`src/rtl/pcie_cfg_snapshot_if.sv`:
```
// Bundles the monitored cfg_mgmt bus and the host snapshot read port.
// The master side drives cfg_mgmt and host strobes; the snapshot block is the slave.
interface pcie_cfg_snapshot_if;
  logic [9:0]  cfg_mgmt_addr;
  logic        cfg_mgmt_read;
  logic        cfg_mgmt_write;
  logic [31:0] cfg_mgmt_read_data;
  logic        cfg_mgmt_read_write_done;
  logic        snap_clear;
  logic        snap_rd_en;
  logic [5:0]  snap_rd_addr;
  logic [31:0] snap_rd_data;
  logic        snap_rd_valid;
  logic        snap_rd_hit;
  logic        snap_full;
  logic [31:0] snap2ctr_status;

  modport master (
    output cfg_mgmt_addr, cfg_mgmt_read, cfg_mgmt_write, cfg_mgmt_read_data,
           cfg_mgmt_read_write_done, snap_clear, snap_rd_en, snap_rd_addr,
    input  snap_rd_data, snap_rd_valid, snap_rd_hit, snap_full, snap2ctr_status
  );

  modport slave (
    input  cfg_mgmt_addr, cfg_mgmt_read, cfg_mgmt_write, cfg_mgmt_read_data,
           cfg_mgmt_read_write_done, snap_clear, snap_rd_en, snap_rd_addr,
    output snap_rd_data, snap_rd_valid, snap_rd_hit, snap_full, snap2ctr_status
  );
endinterface

```
`src/rtl/pcie_cfg_snapshot.sv`:
```
// Passive cfg_mgmt monitor: captures completed config reads (dwords 0..63)
// into a snapshot RAM and keeps access statistics and sticky error flags.
module pcie_cfg_snapshot #(
  parameter logic [7:0] TIMEOUT_CYCLES = 8'd255,
  parameter logic [5:0] LAST_ADDR      = 6'h28
) (
  input logic            user_clk,
  input logic            user_reset,
  pcie_cfg_snapshot_if.slave bus
);

  typedef enum logic [1:0] {
    IDLE    = 2'd0,
    PEND_RD = 2'd1,
    PEND_WR = 2'd2
  } state_t;

  state_t      state_reg;
  logic [7:0]  tmo_cnt_reg;
  logic [9:0]  addr_reg;
  logic [63:0] valid_reg;
  logic [63:0] valid_next;
  logic [15:0] capture_count_reg;
  logic [3:0]  timeout_count_reg;
  logic        overlap_err_reg;
  logic        spurious_done_reg;
  logic        out_of_range_reg;
  logic        rw_conflict_reg;
  logic [5:0]  last_addr_reg;
  logic        snap_full_reg;
  logic        rd_valid_reg;
  logic        rd_hit_reg;
  logic [31:0] rd_q_reg;
  logic        capture_en;
  logic [31:0] mem [64];

  // A capture racing snap_clear is dropped so the cleared snapshot stays empty.
  always_comb begin
    capture_en = (state_reg == PEND_RD) && bus.cfg_mgmt_read_write_done &&
                 (addr_reg[9:6] == 4'd0) && !bus.snap_clear;
    valid_next = valid_reg;
    if (bus.snap_clear)
      valid_next = '0;
    else if (capture_en)
      valid_next[addr_reg[5:0]] = 1'b1;
  end

  // Snapshot RAM: no reset, registered read-first port.
  always_ff @(posedge user_clk) begin
    if (capture_en)
      mem[addr_reg[5:0]] <= bus.cfg_mgmt_read_data;
    if (bus.snap_rd_en)
      rd_q_reg <= mem[bus.snap_rd_addr];
  end

  always_ff @(posedge user_clk) begin
    if (user_reset) begin
      state_reg         <= IDLE;
      tmo_cnt_reg       <= '0;
      addr_reg          <= '0;
      valid_reg         <= '0;
      capture_count_reg <= '0;
      timeout_count_reg <= '0;
      overlap_err_reg   <= 1'b0;
      spurious_done_reg <= 1'b0;
      out_of_range_reg  <= 1'b0;
      rw_conflict_reg   <= 1'b0;
      last_addr_reg     <= '0;
      snap_full_reg     <= 1'b0;
      rd_valid_reg      <= 1'b0;
      rd_hit_reg        <= 1'b0;
    end else begin
      valid_reg     <= valid_next;
      snap_full_reg <= &valid_next[LAST_ADDR:0];
      rd_valid_reg  <= bus.snap_rd_en;
      if (bus.snap_rd_en)
        rd_hit_reg <= valid_reg[bus.snap_rd_addr];

      case (state_reg)
        IDLE: begin
          if (bus.cfg_mgmt_read && bus.cfg_mgmt_write) begin
            rw_conflict_reg <= 1'b1;
          end else if (bus.cfg_mgmt_read) begin
            addr_reg    <= bus.cfg_mgmt_addr;
            tmo_cnt_reg <= '0;
            state_reg   <= PEND_RD;
          end else if (bus.cfg_mgmt_write) begin
            tmo_cnt_reg <= '0;
            state_reg   <= PEND_WR;
          end
          if (bus.cfg_mgmt_read_write_done)
            spurious_done_reg <= 1'b1;
        end
        PEND_RD, PEND_WR: begin
          if (bus.cfg_mgmt_read || bus.cfg_mgmt_write)
            overlap_err_reg <= 1'b1;
          // Completion wins over a timeout landing in the same cycle.
          if (bus.cfg_mgmt_read_write_done) begin
            state_reg <= IDLE;
            if (state_reg == PEND_RD) begin
              if (addr_reg[9:6] != 4'd0) begin
                out_of_range_reg <= 1'b1;
              end else if (capture_en) begin
                last_addr_reg <= addr_reg[5:0];
                if (capture_count_reg != 16'hFFFF)
                  capture_count_reg <= capture_count_reg + 16'd1;
              end
            end
          end else if (tmo_cnt_reg == TIMEOUT_CYCLES) begin
            state_reg <= IDLE;
            if (timeout_count_reg != 4'hF)
              timeout_count_reg <= timeout_count_reg + 4'd1;
          end else begin
            tmo_cnt_reg <= tmo_cnt_reg + 8'd1;
          end
        end
        default: state_reg <= IDLE;
      endcase

      // Clear overrides any statistic update from this cycle but leaves the FSM alone.
      if (bus.snap_clear) begin
        capture_count_reg <= '0;
        timeout_count_reg <= '0;
        overlap_err_reg   <= 1'b0;
        spurious_done_reg <= 1'b0;
        out_of_range_reg  <= 1'b0;
        rw_conflict_reg   <= 1'b0;
        last_addr_reg     <= '0;
      end
    end
  end

  assign bus.snap_rd_data    = rd_hit_reg ? rd_q_reg : 32'd0;
  assign bus.snap_rd_valid   = rd_valid_reg;
  assign bus.snap_rd_hit     = rd_hit_reg;
  assign bus.snap_full       = snap_full_reg;
  assign bus.snap2ctr_status = {capture_count_reg, timeout_count_reg, overlap_err_reg,
                                spurious_done_reg, out_of_range_reg, rw_conflict_reg,
                                last_addr_reg, state_reg};

endmodule
```
`src/flat_wrapper.sv`:
```
// flat-port wrapper written by rule: the top's interface ports become plain ports
module pcie_cfg_snapshot_flat 
#(
  parameter logic [7:0] TIMEOUT_CYCLES = 8'd255,
  parameter logic [5:0] LAST_ADDR      = 6'h28
)
  (user_clk, user_reset, bus_cfg_mgmt_addr, bus_cfg_mgmt_read, bus_cfg_mgmt_write, bus_cfg_mgmt_read_data, bus_cfg_mgmt_read_write_done, bus_snap_clear, bus_snap_rd_en, bus_snap_rd_addr, bus_snap_rd_data, bus_snap_rd_valid, bus_snap_rd_hit, bus_snap_full, bus_snap2ctr_status);
  pcie_cfg_snapshot_if bus_i ();
  input logic user_clk;
  input logic user_reset;
  input wire logic [$bits(bus_i.cfg_mgmt_addr)-1:0] bus_cfg_mgmt_addr;
  input wire logic [$bits(bus_i.cfg_mgmt_read)-1:0] bus_cfg_mgmt_read;
  input wire logic [$bits(bus_i.cfg_mgmt_write)-1:0] bus_cfg_mgmt_write;
  input wire logic [$bits(bus_i.cfg_mgmt_read_data)-1:0] bus_cfg_mgmt_read_data;
  input wire logic [$bits(bus_i.cfg_mgmt_read_write_done)-1:0] bus_cfg_mgmt_read_write_done;
  input wire logic [$bits(bus_i.snap_clear)-1:0] bus_snap_clear;
  input wire logic [$bits(bus_i.snap_rd_en)-1:0] bus_snap_rd_en;
  input wire logic [$bits(bus_i.snap_rd_addr)-1:0] bus_snap_rd_addr;
  output wire logic [$bits(bus_i.snap_rd_data)-1:0] bus_snap_rd_data;
  output wire logic [$bits(bus_i.snap_rd_valid)-1:0] bus_snap_rd_valid;
  output wire logic [$bits(bus_i.snap_rd_hit)-1:0] bus_snap_rd_hit;
  output wire logic [$bits(bus_i.snap_full)-1:0] bus_snap_full;
  output wire logic [$bits(bus_i.snap2ctr_status)-1:0] bus_snap2ctr_status;
  assign bus_i.cfg_mgmt_addr = bus_cfg_mgmt_addr;
  assign bus_i.cfg_mgmt_read = bus_cfg_mgmt_read;
  assign bus_i.cfg_mgmt_write = bus_cfg_mgmt_write;
  assign bus_i.cfg_mgmt_read_data = bus_cfg_mgmt_read_data;
  assign bus_i.cfg_mgmt_read_write_done = bus_cfg_mgmt_read_write_done;
  assign bus_i.snap_clear = bus_snap_clear;
  assign bus_i.snap_rd_en = bus_snap_rd_en;
  assign bus_i.snap_rd_addr = bus_snap_rd_addr;
  assign bus_snap_rd_data = bus_i.snap_rd_data;
  assign bus_snap_rd_valid = bus_i.snap_rd_valid;
  assign bus_snap_rd_hit = bus_i.snap_rd_hit;
  assign bus_snap_full = bus_i.snap_full;
  assign bus_snap2ctr_status = bus_i.snap2ctr_status;
  pcie_cfg_snapshot #(.TIMEOUT_CYCLES(TIMEOUT_CYCLES), .LAST_ADDR(LAST_ADDR)) u_core (.user_clk(user_clk), .user_reset(user_reset), .bus(bus_i));
endmodule
```
`config.mk`:
```
export PLATFORM = sky130hd
export DESIGN_NAME = pcie_cfg_snapshot_flat
export DESIGN_NICKNAME = d
export VERILOG_FILES = /design/src/rtl/pcie_cfg_snapshot_if.sv /design/src/rtl/pcie_cfg_snapshot.sv /design/src/flat_wrapper.sv
export SDC_FILE = /design/constraint.sdc
export NUM_CORES = 2
export LEC_CHECK = 0
export ABC_CLOCK_PERIOD_IN_PS = 6500
export CAP_MARGIN = 25
export CORE_ASPECT_RATIO = 0.6
export CORE_UTILIZATION = 43
export CTS_CLUSTER_DIAMETER = 80
export DETAILED_ROUTE_END_ITERATION = 10
export SLEW_MARGIN = 20
export SYNTH_ARGS = -nofsm -noshare
export SYNTH_HDL_FRONTEND = slang
export SYNTH_SLANG_ARGS = --single-unit
```
`constraint.sdc`:
```
create_clock -name user_clk -period 6.5 [get_ports user_clk]
set_input_delay 1.3 -clock user_clk [delete_from_list [all_inputs] [get_ports user_clk]]
set_output_delay 1.3 -clock user_clk [all_outputs]
set_load 0.02 [all_outputs]
```
==> flow_summary.yaml <==
outcome:
  status: "finished with violations"
  failed_checks: "design-rule violations"
sta:
  fin_crit_ns: 4.20
  rsz0062_at_grt: "no"
  worstMarginPinSlew_ns: 1.10
  skew_ns: 0.0443
  slew_headroom: 0.264
  worst_hold_slack_ns: 0.455
  setup_tns_ns: 0
  worst_slack_ns: 2.30
  setup_viol: 0
  timing.final.crit_share: 0.647
  drv_slew: 0
  hold_viol: 0
  fmax_mhz: 238
yosys:
  synth.avg_cell_area_um2: 22.8
  synthTopCellsByCount: "2,080 x edfxtp_1, 652 x mux4_2, 150 x nor2_1"
  yosysTopAreaCell: "edfxtp_1"
  netlist.area_leader.share: 0.745
  yosys_warnings: 0
  synth_ff_type: "edfxtp_1"
  synth_cell_types: 56
  synth-async-reset-ratio: 0
  synthCells: 3670
  synthTopCellsByArea: "edfxtp_1 75%, mux4_2 18%, dfxtp_1 2.8%"
  syn-num-nets: 3731
  synth-edff-count: 2080
  ys_seq_area_frac: 0.773
  syn_area_mm2: 0.0838
  ys_seq_elements: 2197
  yosysMostFrequentCell: "edfxtp_1"
finish:
  largest_reg_flops: 2048
  area_growth_pct: 14.0
  fin_util: 0.494
  final_area_mm2: 0.0956
  stdcell_count: 6692
  finalNetCount: 4003
  drive_gt1_frac: 0.292
pwr:
  report.power.total_mw: 28.1
  peakVddDrop_uv: 231
  leakagePower_nw: 29.2
  cellPowerDensity_mw_per_mm2: 294
global_routing:
  overflow: 0
  grt_pass1_wl_um: 311000
  first_global_vias: 40127
  gr-usage-all-layers: 0.225
  grt_antenna_before_repair: 8
  grt_max_degree: 76
cts:
  path_clk_slew_ns: 0.06
  cts-htree-levels: 4
  cts-root-buf: "clkbuf_16"
  cts_repair_resize_count: 0
  cts_tree: "built"
  clk_latency_ns: 0.82
  numCtsBuffers: 194
  cts_sinks: 2197
  cts_max_path_buffers: 4
  cts_hold_buf: 0
  cts_setup_buffers: 0
setup_path:
  start_kind: "input pin"
  worst-endpoint-arrival_ns: 4.67
  critPathMaxFanout: 21
  end_kind: "flop"
  r2r_slack_ns: 2.65
  critPathLaunch: "bus_snap_clear"
  crit_required_ns: 6.97
  path_class: "in2reg"
  r2r-start: "u_core.addr_reg[9]"
place:
  dp_hpwl_um: 123000
  place.gp.congestion: 0.764
  portBuffers: 121
  dp.cells: 6346
  placed_area_mm2: 0.0894
  pre_cts_slack_ns: 1.52
route:
  drc: 4
  routed-via-count: 40611
  routedWlPerCell_um: 33.0
  drt_iter0_drc: 5242
  firstDrtPassIters: 8
  route.antenna.remaining_nets: 0
  drt_wl_total_um: 221000
  viasPerCell: 6.07
floorplanning:
  die_w_um: 572
  core-area_mm2: 0.194
  dieArea_mm2: 0.197
  pin_count: 122
  rows: 125
  start_util: 0.433
  die_y_um: 344
flow_run:
  cap_violations: 0
worst_hold_path:
  min-delay-start: "u_core.overlap_err_reg"
  hp-class: "reg2reg"
## cell families (layout without fill, tap and decap cells)
kind of cell | count (synthesis) | count (layout) | share of synthesized area
DFF | 2197 | 2197 | 0.773
muxes | 668 | 668 | 0.177
and+or+nand+nor | 418 | 418 | 0.0244
buffers and inverters | 219 | 635 | 0.0109
AOI/OAI and AO/OA | 141 | 141 | 0.0113
xor gates and xnor gates | 21 | 21 | 0.00219
adders and majority gates | 6 | 6 | 0.000896
other | 0 | 3 | 0
## final timing paths
kind / to / cells after the start
hold reg to reg: u_core.overlap_err_reg / 2
hold / removal: u_core.overlap_err_reg / 2
setup reg to reg: u_core.mem[54][23] / 5
setup / recovery: u_core.mem[54][23] / 7
## cell type report
type / instances / area, um^2
inverter: 10 / 37.5
fill: 15481 / 98100
clock buffer: 248 / 5150
sequential: 2197 / 64800
clock inverter: 92 / 863
antenna: 3 / 7.51
timing repair buffer: 285 / 2910
tap: 2603 / 3260
multi-input combinational: 1254 / 18500
## critical path, cell delays in order
cell,delay [ns]
clkdlybuf4s50_1,0.46
nand3b_1,0.25
buf_4,0.29
nor2_2,0.22
nand4_1,0.65
nor2_4,1.06
buf_4,0.38
## where the power goes
group	internal, mW	total, mW	switching, mW
Combinational	0.545	1.33	0.789
Clock	6.23	11.3	5.04
Sequential	15.5	15.5	0.0397
Total	22.3	28.1	5.87
## routing by layer
layer	share of wire	vias up	GRT usage
met5	0	-	0
met4	0.013	0	0.0347
met3	0.091	223	0.0446
met2	0.44	1974	0.329
met1	0.45	22311	0.358
li1	-	16103	-
## cell usage in the layout (no fill, tap or decap), types with 16 or more instances in the layout
cell type | synthesis | final
buf_4 | 7 | 130
clkinv_1 | 0 | 37
edfxtp_1 | 2080 | 2080
mux4_2 | 652 | 652
nor2_1 | 150 | 127
clkbuf_1 | 102 | 48
clkdlybuf4s50_1 | 0 | 82
a22oi_1 | 55 | 55
nor2_4 | 0 | 23
buf_2 | 37 | 23
dfxtp_1 | 117 | 116
nor3_1 | 43 | 17
and2_1 | 34 | 33
clkinv_2 | 0 | 26
bufinv_16 | 0 | 16
a21oi_1 | 29 | 29
clkbuf_16 | 0 | 197
nand2_1 | 75 | 75
nand3_1 | 20 | 20
buf_12 | 0 | 41
a31oi_1 | 21 | 21
nor3_2 | 1 | 27
No activity file was read; power rests on OpenSTA's default activity.
